File: src/rtl/can_arb_field_decoder.sv
// CAN arbitration/early-control field decoder: idle/SOF detection,
// bit destuffing, and ID/IDE/RTR/EDL extraction ahead of frame-type decode.
module can_arb_field_decoder #(
  parameter int IDLE_BITS = 11,
  parameter int STUFF_LEN = 5
) (
  input  logic        clk,
  input  logic        reset,
  input  logic        sp,
  input  logic        rx_bit,
  output logic [28:0] id,
  output logic        ide,
  output logic        rtr,
  output logic        edl,
  output logic        arb_valid,
  output logic        stuff_err,
  output logic        busy
);

  localparam int CW = $clog2(IDLE_BITS + 1);

  localparam logic [3:0] WAIT_IDLE = 4'd0;
  localparam logic [3:0] IDLE      = 4'd1;
  localparam logic [3:0] BASE_ID   = 4'd2;
  localparam logic [3:0] B12       = 4'd3;
  localparam logic [3:0] IDE_BIT   = 4'd4;
  localparam logic [3:0] FDF_BASE  = 4'd5;
  localparam logic [3:0] EXT_ID    = 4'd6;
  localparam logic [3:0] RTR_EXT   = 4'd7;
  localparam logic [3:0] FDF_EXT   = 4'd8;

  logic [3:0]    state_q, state_d;
  logic [CW-1:0] idle_cnt_q, idle_cnt_d;
  logic [2:0]    run_q, run_d;
  logic          last_q, last_d;
  logic [4:0]    idx_q, idx_d;
  logic [10:0]   base_q, base_d;
  logic [17:0]   ext_q, ext_d;
  logic          b12_q, b12_d;
  logic          rtrx_q, rtrx_d;
  logic [28:0]   id_q, id_d;
  logic          ide_q, ide_d;
  logic          rtr_q, rtr_d;
  logic          edl_q, edl_d;
  logic          arb_valid_q, arb_valid_d;
  logic          stuff_err_q, stuff_err_d;
  logic          busy_q, busy_d;
  logic          data_bit;

  always_comb begin
    state_d     = state_q;
    idle_cnt_d  = idle_cnt_q;
    run_d       = run_q;
    last_d      = last_q;
    idx_d       = idx_q;
    base_d      = base_q;
    ext_d       = ext_q;
    b12_d       = b12_q;
    rtrx_d      = rtrx_q;
    id_d        = id_q;
    ide_d       = ide_q;
    rtr_d       = rtr_q;
    edl_d       = edl_q;
    busy_d      = busy_q;
    arb_valid_d = 1'b0;
    stuff_err_d = 1'b0;
    data_bit    = 1'b0;

    if (sp) begin
      if (state_q == WAIT_IDLE) begin
        if (!rx_bit) begin
          idle_cnt_d = '0;
        end else if (idle_cnt_q >= CW'(IDLE_BITS - 1)) begin
          idle_cnt_d = CW'(IDLE_BITS);
          state_d    = IDLE;
        end else begin
          idle_cnt_d = idle_cnt_q + 1'b1;
        end
      end else if (state_q == IDLE) begin
        if (!rx_bit) begin
          state_d    = BASE_ID;
          busy_d     = 1'b1;
          run_d      = 3'd1;
          last_d     = 1'b0;
          idx_d      = '0;
          idle_cnt_d = '0;
        end
      end else if (run_q == 3'(STUFF_LEN)) begin
        // stuff position: must be the complement of the preceding run
        if (rx_bit != last_q) begin
          run_d  = 3'd1;
          last_d = rx_bit;
        end else begin
          stuff_err_d = 1'b1;
          busy_d      = 1'b0;
          state_d     = WAIT_IDLE;
          idle_cnt_d  = '0;
        end
      end else begin
        data_bit = 1'b1;
        if (rx_bit == last_q) begin
          run_d = run_q + 3'd1;
        end else begin
          run_d  = 3'd1;
          last_d = rx_bit;
        end
      end
    end

    if (data_bit) begin
      unique case (state_q)
        BASE_ID: begin
          base_d = {base_q[9:0], rx_bit};
          if (idx_q == 5'd10) begin
            state_d = B12;
            idx_d   = '0;
          end else begin
            idx_d = idx_q + 5'd1;
          end
        end
        B12: begin
          b12_d   = rx_bit;
          state_d = IDE_BIT;
        end
        IDE_BIT: begin
          state_d = rx_bit ? EXT_ID : FDF_BASE;
          idx_d   = '0;
        end
        FDF_BASE: begin
          id_d        = {18'd0, base_q};
          ide_d       = 1'b0;
          rtr_d       = b12_q;
          edl_d       = rx_bit;
          arb_valid_d = 1'b1;
          busy_d      = 1'b0;
          state_d     = WAIT_IDLE;
          idle_cnt_d  = '0;
        end
        EXT_ID: begin
          ext_d = {ext_q[16:0], rx_bit};
          if (idx_q == 5'd17) begin
            state_d = RTR_EXT;
            idx_d   = '0;
          end else begin
            idx_d = idx_q + 5'd1;
          end
        end
        RTR_EXT: begin
          rtrx_d  = rx_bit;
          state_d = FDF_EXT;
        end
        FDF_EXT: begin
          id_d        = {base_q, ext_q};
          ide_d       = 1'b1;
          rtr_d       = rtrx_q;
          edl_d       = rx_bit;
          arb_valid_d = 1'b1;
          busy_d      = 1'b0;
          state_d     = WAIT_IDLE;
          idle_cnt_d  = '0;
        end
        default: begin
          state_d = WAIT_IDLE;
        end
      endcase
    end
  end

  always_ff @(posedge clk or posedge reset) begin
    if (reset) begin
      state_q     <= WAIT_IDLE;
      idle_cnt_q  <= '0;
      run_q       <= '0;
      last_q      <= 1'b0;
      idx_q       <= '0;
      base_q      <= '0;
      ext_q       <= '0;
      b12_q       <= 1'b0;
      rtrx_q      <= 1'b0;
      id_q        <= '0;
      ide_q       <= 1'b0;
      rtr_q       <= 1'b0;
      edl_q       <= 1'b0;
      arb_valid_q <= 1'b0;
      stuff_err_q <= 1'b0;
      busy_q      <= 1'b0;
    end else begin
      state_q     <= state_d;
      idle_cnt_q  <= idle_cnt_d;
      run_q       <= run_d;
      last_q      <= last_d;
      idx_q       <= idx_d;
      base_q      <= base_d;
      ext_q       <= ext_d;
      b12_q       <= b12_d;
      rtrx_q      <= rtrx_d;
      id_q        <= id_d;
      ide_q       <= ide_d;
      rtr_q       <= rtr_d;
      edl_q       <= edl_d;
      arb_valid_q <= arb_valid_d;
      stuff_err_q <= stuff_err_d;
      busy_q      <= busy_d;
    end
  end

  assign id        = id_q;
  assign ide       = ide_q;
  assign rtr       = rtr_q;
  assign edl       = edl_q;
  assign arb_valid = arb_valid_q;
  assign stuff_err = stuff_err_q;
  assign busy      = busy_q;

endmodule

File: config.mk
export PLATFORM = sky130hd
export DESIGN_NAME = can_arb_field_decoder
export DESIGN_NICKNAME = d
export VERILOG_FILES = /design/src/rtl/can_arb_field_decoder.sv
export SDC_FILE = /design/constraint.sdc
export NUM_CORES = 1
export LEC_CHECK = 0
export ABC_AREA = 1
export BUFFER_PORTS_ARGS = -buffer_cell sky130_fd_sc_hd__buf_2
export CELL_PAD_IN_SITES_DETAIL_PLACEMENT = 1
export CELL_PAD_IN_SITES_GLOBAL_PLACEMENT = 1
export CORE_MARGIN = 1.5
export CORE_UTILIZATION = 30
export CTS_CLUSTER_DIAMETER = 150
export DETAILED_ROUTE_END_ITERATION = 6
export PLACE_DENSITY_LB_ADDON = 0.15
export SLEW_MARGIN = 20
export SYNTH_ARGS = -nofsm -noshare
export SYNTH_HDL_FRONTEND = slang
export SYNTH_SLANG_ARGS = --single-unit
File: constraint.sdc
create_clock -name clk -period 2.9 [get_ports clk]
set_clock_uncertainty 0.1 [all_clocks]
set_input_delay 0.435 -clock clk [delete_from_list [all_inputs] [get_ports clk]]
set_output_delay 0.435 -clock clk [all_outputs]
set_load 0.01 [all_outputs]
==> results by stage <==
Finish:
- Leaving out fill and tap cells, the most frequent cell in the layout is sky130_fd_sc_hd__nand2_1.
- The final net count is 481.
- Relative to the synthesized area, the layout overhead comes to 15.89%.
- The share of final-layout standard cells stronger than drive strength 1 is 0.1561.
- The repair_antennas step left the layout with diodes totalling 0.
- Fill cells in the final layout number 1490.
- Once layout is done, the placed cells without fillers occupy 4407 um2.
- For this run, the share of the core covered by cells in the final layout is 0.3609.
- Leaving out fill and tap cells, the most frequent cells in the layout are sky130_fd_sc_hd__nand2_1 (111), sky130_fd_sc_hd__dfrtp_1 (83), sky130_fd_sc_hd__inv_1 (44).

STA:
- After layout, the minimum clock period comes to 2218 ps.
- Dividing the final minimum period by the clock period gives 0.7647.
- Setup repair after global routing left no endpoint under its margin.
- The slew at the pin closest to its max-slew limit is 756.4 ps.
- After layout, the worst setup slack is 682.2 ps.
- Setup violations remaining at the end of the flow were counted as 0.
- The worst slew margin relative to its limit is 0.4951.
- The total count of max-transition violations in the final report came to 0.
- The hold violation total from the final report is 0.
- The maximum operating frequency is 450.9 MHz.
- The setup total negative slack is 0 ps.

Placed design:
- At the end of routability-driven placement, the weighted congestion stood at 0.7785.
- Detailed placement finished with a half-perimeter wire length of 6398 um.
- The pre-CTS worst setup slack is 616.5 ps.
- Port buffering added 38 buffers.
- The instance area after placement is 4136 um2.

Power and ir drop:
- Summed over all cells, the static leakage comes to 0.002209 uW.
- The internal power is 2048 uW.
- The power share of the sequential group is 0.444.
- Dividing total power by cell area gives a power density of 686.3 nW/um2.
- In this run the power spent charging and discharging nets is 976.1 uW.
- The total power draw is 3024 uW.
- The worst-case IR drop observed on VDD is 0.2290 mV.
- The share of total power dissipated in combinational logic is 0.205.
- The clock network fraction of design power is 0.351.
- Of the total power, the share spent switching nets is 0.3228.

Critical path:
- Of all nets on the critical path, the largest fanout is 27.
- The critical setup path kind is flop to flop.
- The arrival time of data at the critical path endpoint is 2340 ps.
- For the worst setup path, the data required time is 3020 ps.
- The worst setup path is captured at a flop.
- The worst register-to-register path begins at state_q[1].
- The worst register-to-register path has a depth of 9.
- The critical path goes through nor2_2 > inv_2 > nor2_4 > nor2_8 > nand3_4 > nor2_8 > inv_2 > o21ai_1 > nor2_1.
- The endpoint of the lowest-slack register-to-register path is idle_cnt_q[3].
- The type of element launching the critical path is a flop.
- The flop-to-flop setup slack is 680 ps.
- In this design, the stage delay of the slowest critical-path cell is 460 ps.
- The slowest stage of the critical path is the sky130_fd_sc_hd__dfrtp_1 cell.

Logic synthesis:
- The proportion of synthesized area in mux cells is 0.
- Of the total synthesized cell area, the portion taken by full adders, half adders and majority gates is 0.02303.
- The area fraction of the dominant cell type after synthesis is 0.5462.
- Yosys mapped the design onto 33 distinct sky130hd cell types.
- The area share of xor/xnor cells in the synthesized design is 0.004607.
- By area, the combinational part of the netlist is dominated by simple AND/OR/NAND/NOR gates.
- The cell count after synthesis came out at 431.
- The number of nets handed over by synthesis was 442.
- For this run, the register share of the synthesized area comes to 0.5462.
- Yosys printed 0 warnings.
- The share of the synthesized area in compound gates (AO/OA/AOI/OAI) is 0.1211.
- After synthesis, the cell types taking the most area are sky130_fd_sc_hd__dfrtp_1 (55%), sky130_fd_sc_hd__nand2_1 (11%), sky130_fd_sc_hd__inv_1 (4.4%).
- The synthesized design spends more area on one cell type than any other, namely sky130_fd_sc_hd__dfrtp_1.
- The count of state elements after synthesis is 83.
- The cell area that synthesis handed to floorplanning was 3802 um2.
- A synthesized cell averages 8.822 um2.
- Of the total synthesized cell area, the portion taken by AND, OR, NAND and NOR gates is 0.2303.

Floorplan:
- The count of pins on the block boundary is 39.
- The die covers 13360 um2.
- The area of the placeable core is 12210 um2.
- The floorplan has 40 rows.
- From left edge to right edge, the die measures 115.6 um.
- The initial utilization of the core area, before any placement, comes to 0.3114.
- The vertical die dimension is 115.6 um.

Global route:
- The global-route usage over all layers is 0.1512.
- The number of global-route vias before repair is 2952.
- After global routing the overflow that remains totals 0.
- The global-route wire length before repair is 15390 um.
- The number of antenna violations at the first check in global routing is 0.
- The largest net degree at the start of global routing is 43.

Routing:
- The total vias in the final route is 2956.
- The antenna violation net count after detailed routing is 0.
- The mean number of vias per cell is 4.604.
- After detailed routing, the number of remaining DRC violations is 0.
- For this run, the detailed router's first-pass iteration total came to 4.
- After detailed routing, the average wire length per cell comes to 14.29 um.
- The final layout contains routed wiring with a total length of 9172 um.
- After the first detailed-routing iteration, the DRC count stood at 90.

Clocking:
- The clock edge transition at the registers on the reported setup and hold paths is 60 ps.
- The maximum root-to-sink buffer count is 2.
- The total CTS buffers is 9.
- The clock latency at the later pin of the worst-skew pair is 340 ps.
- Clock tree synthesis selected as its root buffer the cell sky130_fd_sc_hd__clkbuf_16.
- The depth of the CTS H-tree is 3.
- The TritonCTS clock tree is yes.
- For this design, the sink count on the clock tree is 83.
- In this run, post-CTS repair resized a total of 0 instances.
- Post-CTS timing repair inserted 0 buffers for setup.
- After clock tree synthesis, the flow added hold-fix buffers numbering 0.

Outcome:
- The flow ran to the end, and the final reports show no timing, DRC or antenna violations.

Min path:
- The min-delay analysis places its worst path in the category input pin to asynchronous set/reset pin.

Run:
- The count of max-cap constraint violations is 0.
## worst max path at each step
| stage | startpoint | end | slack (ps) | cells after the start |
|---|---|---|---|---|
| after floorplan | reset | arb_valid | 230 | 1 |
| after global placement | rx_bit | last_q | 660 | 10 |
| after detailed placement | sp | idle_cnt_q[3] | 620 | 8 |
| after CTS | state_q[2] | idle_cnt_q[3] | 660 | 9 |
| after global routing | state_q[2] | idle_cnt_q[1] | 420 | 9 |
| final | state_q[1] | idle_cnt_q[3] | 680 | 9 |
## cell usage after synthesis
cell type and n:
sky130_fd_sc_hd__nand3_4 1, sky130_fd_sc_hd__nand2_1 111, sky130_fd_sc_hd__nor2_2 3, sky130_fd_sc_hd__a22oi_1 1
sky130_fd_sc_hd__o21ai_1 28, sky130_fd_sc_hd__ha_1 7, sky130_fd_sc_hd__nor3_4 1, sky130_fd_sc_hd__o22ai_1 3
sky130_fd_sc_hd__nor3b_1 1, sky130_fd_sc_hd__nor3_1 8, sky130_fd_sc_hd__buf_2 3, sky130_fd_sc_hd__inv_1 45
sky130_fd_sc_hd__nor2_4 1, sky130_fd_sc_hd__a21o_1 1, sky130_fd_sc_hd__o41ai_1 1, sky130_fd_sc_hd__dfrtp_1 83
sky130_fd_sc_hd__a41oi_1 1, sky130_fd_sc_hd__inv_6 1, sky130_fd_sc_hd__nor2_8 2, sky130_fd_sc_hd__a21oi_1 13
sky130_fd_sc_hd__nor2_1 37, sky130_fd_sc_hd__buf_6 6, sky130_fd_sc_hd__clkbuf_2 1, sky130_fd_sc_hd__clkbuf_1 2
sky130_fd_sc_hd__inv_2 3, sky130_fd_sc_hd__nand3_1 22, sky130_fd_sc_hd__nand2_2 2, sky130_fd_sc_hd__a31oi_1 13
sky130_fd_sc_hd__a31o_2 2, sky130_fd_sc_hd__xor2_1 2, sky130_fd_sc_hd__o21ai_0 21, sky130_fd_sc_hd__nand2_4 3
sky130_fd_sc_hd__nand4_1 2
## stage by stage
stage,std cells,hold WS [ps]
after global routing,642,153.2
final,642,95.44
after floorplan,431,353.4
after detailed placement,627,358.7
after CTS,642,127.3
after global placement,627,355.2
## worst max-delay path: cells and delay by family, from the launching register on
| family | cells | cell delay, ps |
|---|---|---|
| buf+inv | 2 | 410 |
| flops | 1 | 460 |
| compound gates | 1 | 230 |
| simple gates | 6 | 880 |
## final cells by class
type | instances | area (um2) | area share
sequential | 83 | 2077 | 0.4713
multi-input combinational | 287 | 1441 | 0.3271
clock buffer | 11 | 242.7 | 0.05508
timing repair buffer | 40 | 217.7 | 0.04940
tap | 168 | 210.2 | 0.04770
inverter | 49 | 190.2 | 0.04316
clock inverter | 4 | 27.53 | 0.006246
## logic make-up (layout without fill, tap and decap cells)
kind of cell / Yosys count / count (layout)
adder cells (fa/ha/maj): 7 / 7
flip-flops: 83 / 83
AO/OA/AOI/OAI: 84 / 84
AND/OR/NAND/NOR: 194 / 194
buffers and inverters: 61 / 104
XOR/XNOR: 2 / 2
## state kept, by name, summed over array words and instances, names as in the netlist, 3 cells and up
signal,flops
base_q,11
idx_q,5
run_q,3
idle_cnt_q,4
state_q,4
ext_q,18
id,29
## metal layers
layer	global-route usage	wire length, um	vias to the layer above
met3	0.02667	246	11
met4	0.07407	197	0
li1	-	-	1472
met2	0.2162	3886	38
met1	0.2201	4843	1435
met5	0	0	-
## power groups by stage
stage | clock [uW] | sequential, uW | combinational [uW]
finish | 1060 | 1340 | 618
global route | 1140 | 1360 | 707
CTS | 1110 | 1340 | 628
detailed placement | 0 | 1360 | 624
global placement | 0 | 1360 | 607
floorplan | 0 | 1340 | 482
Power figures use the tool's default switching activity.
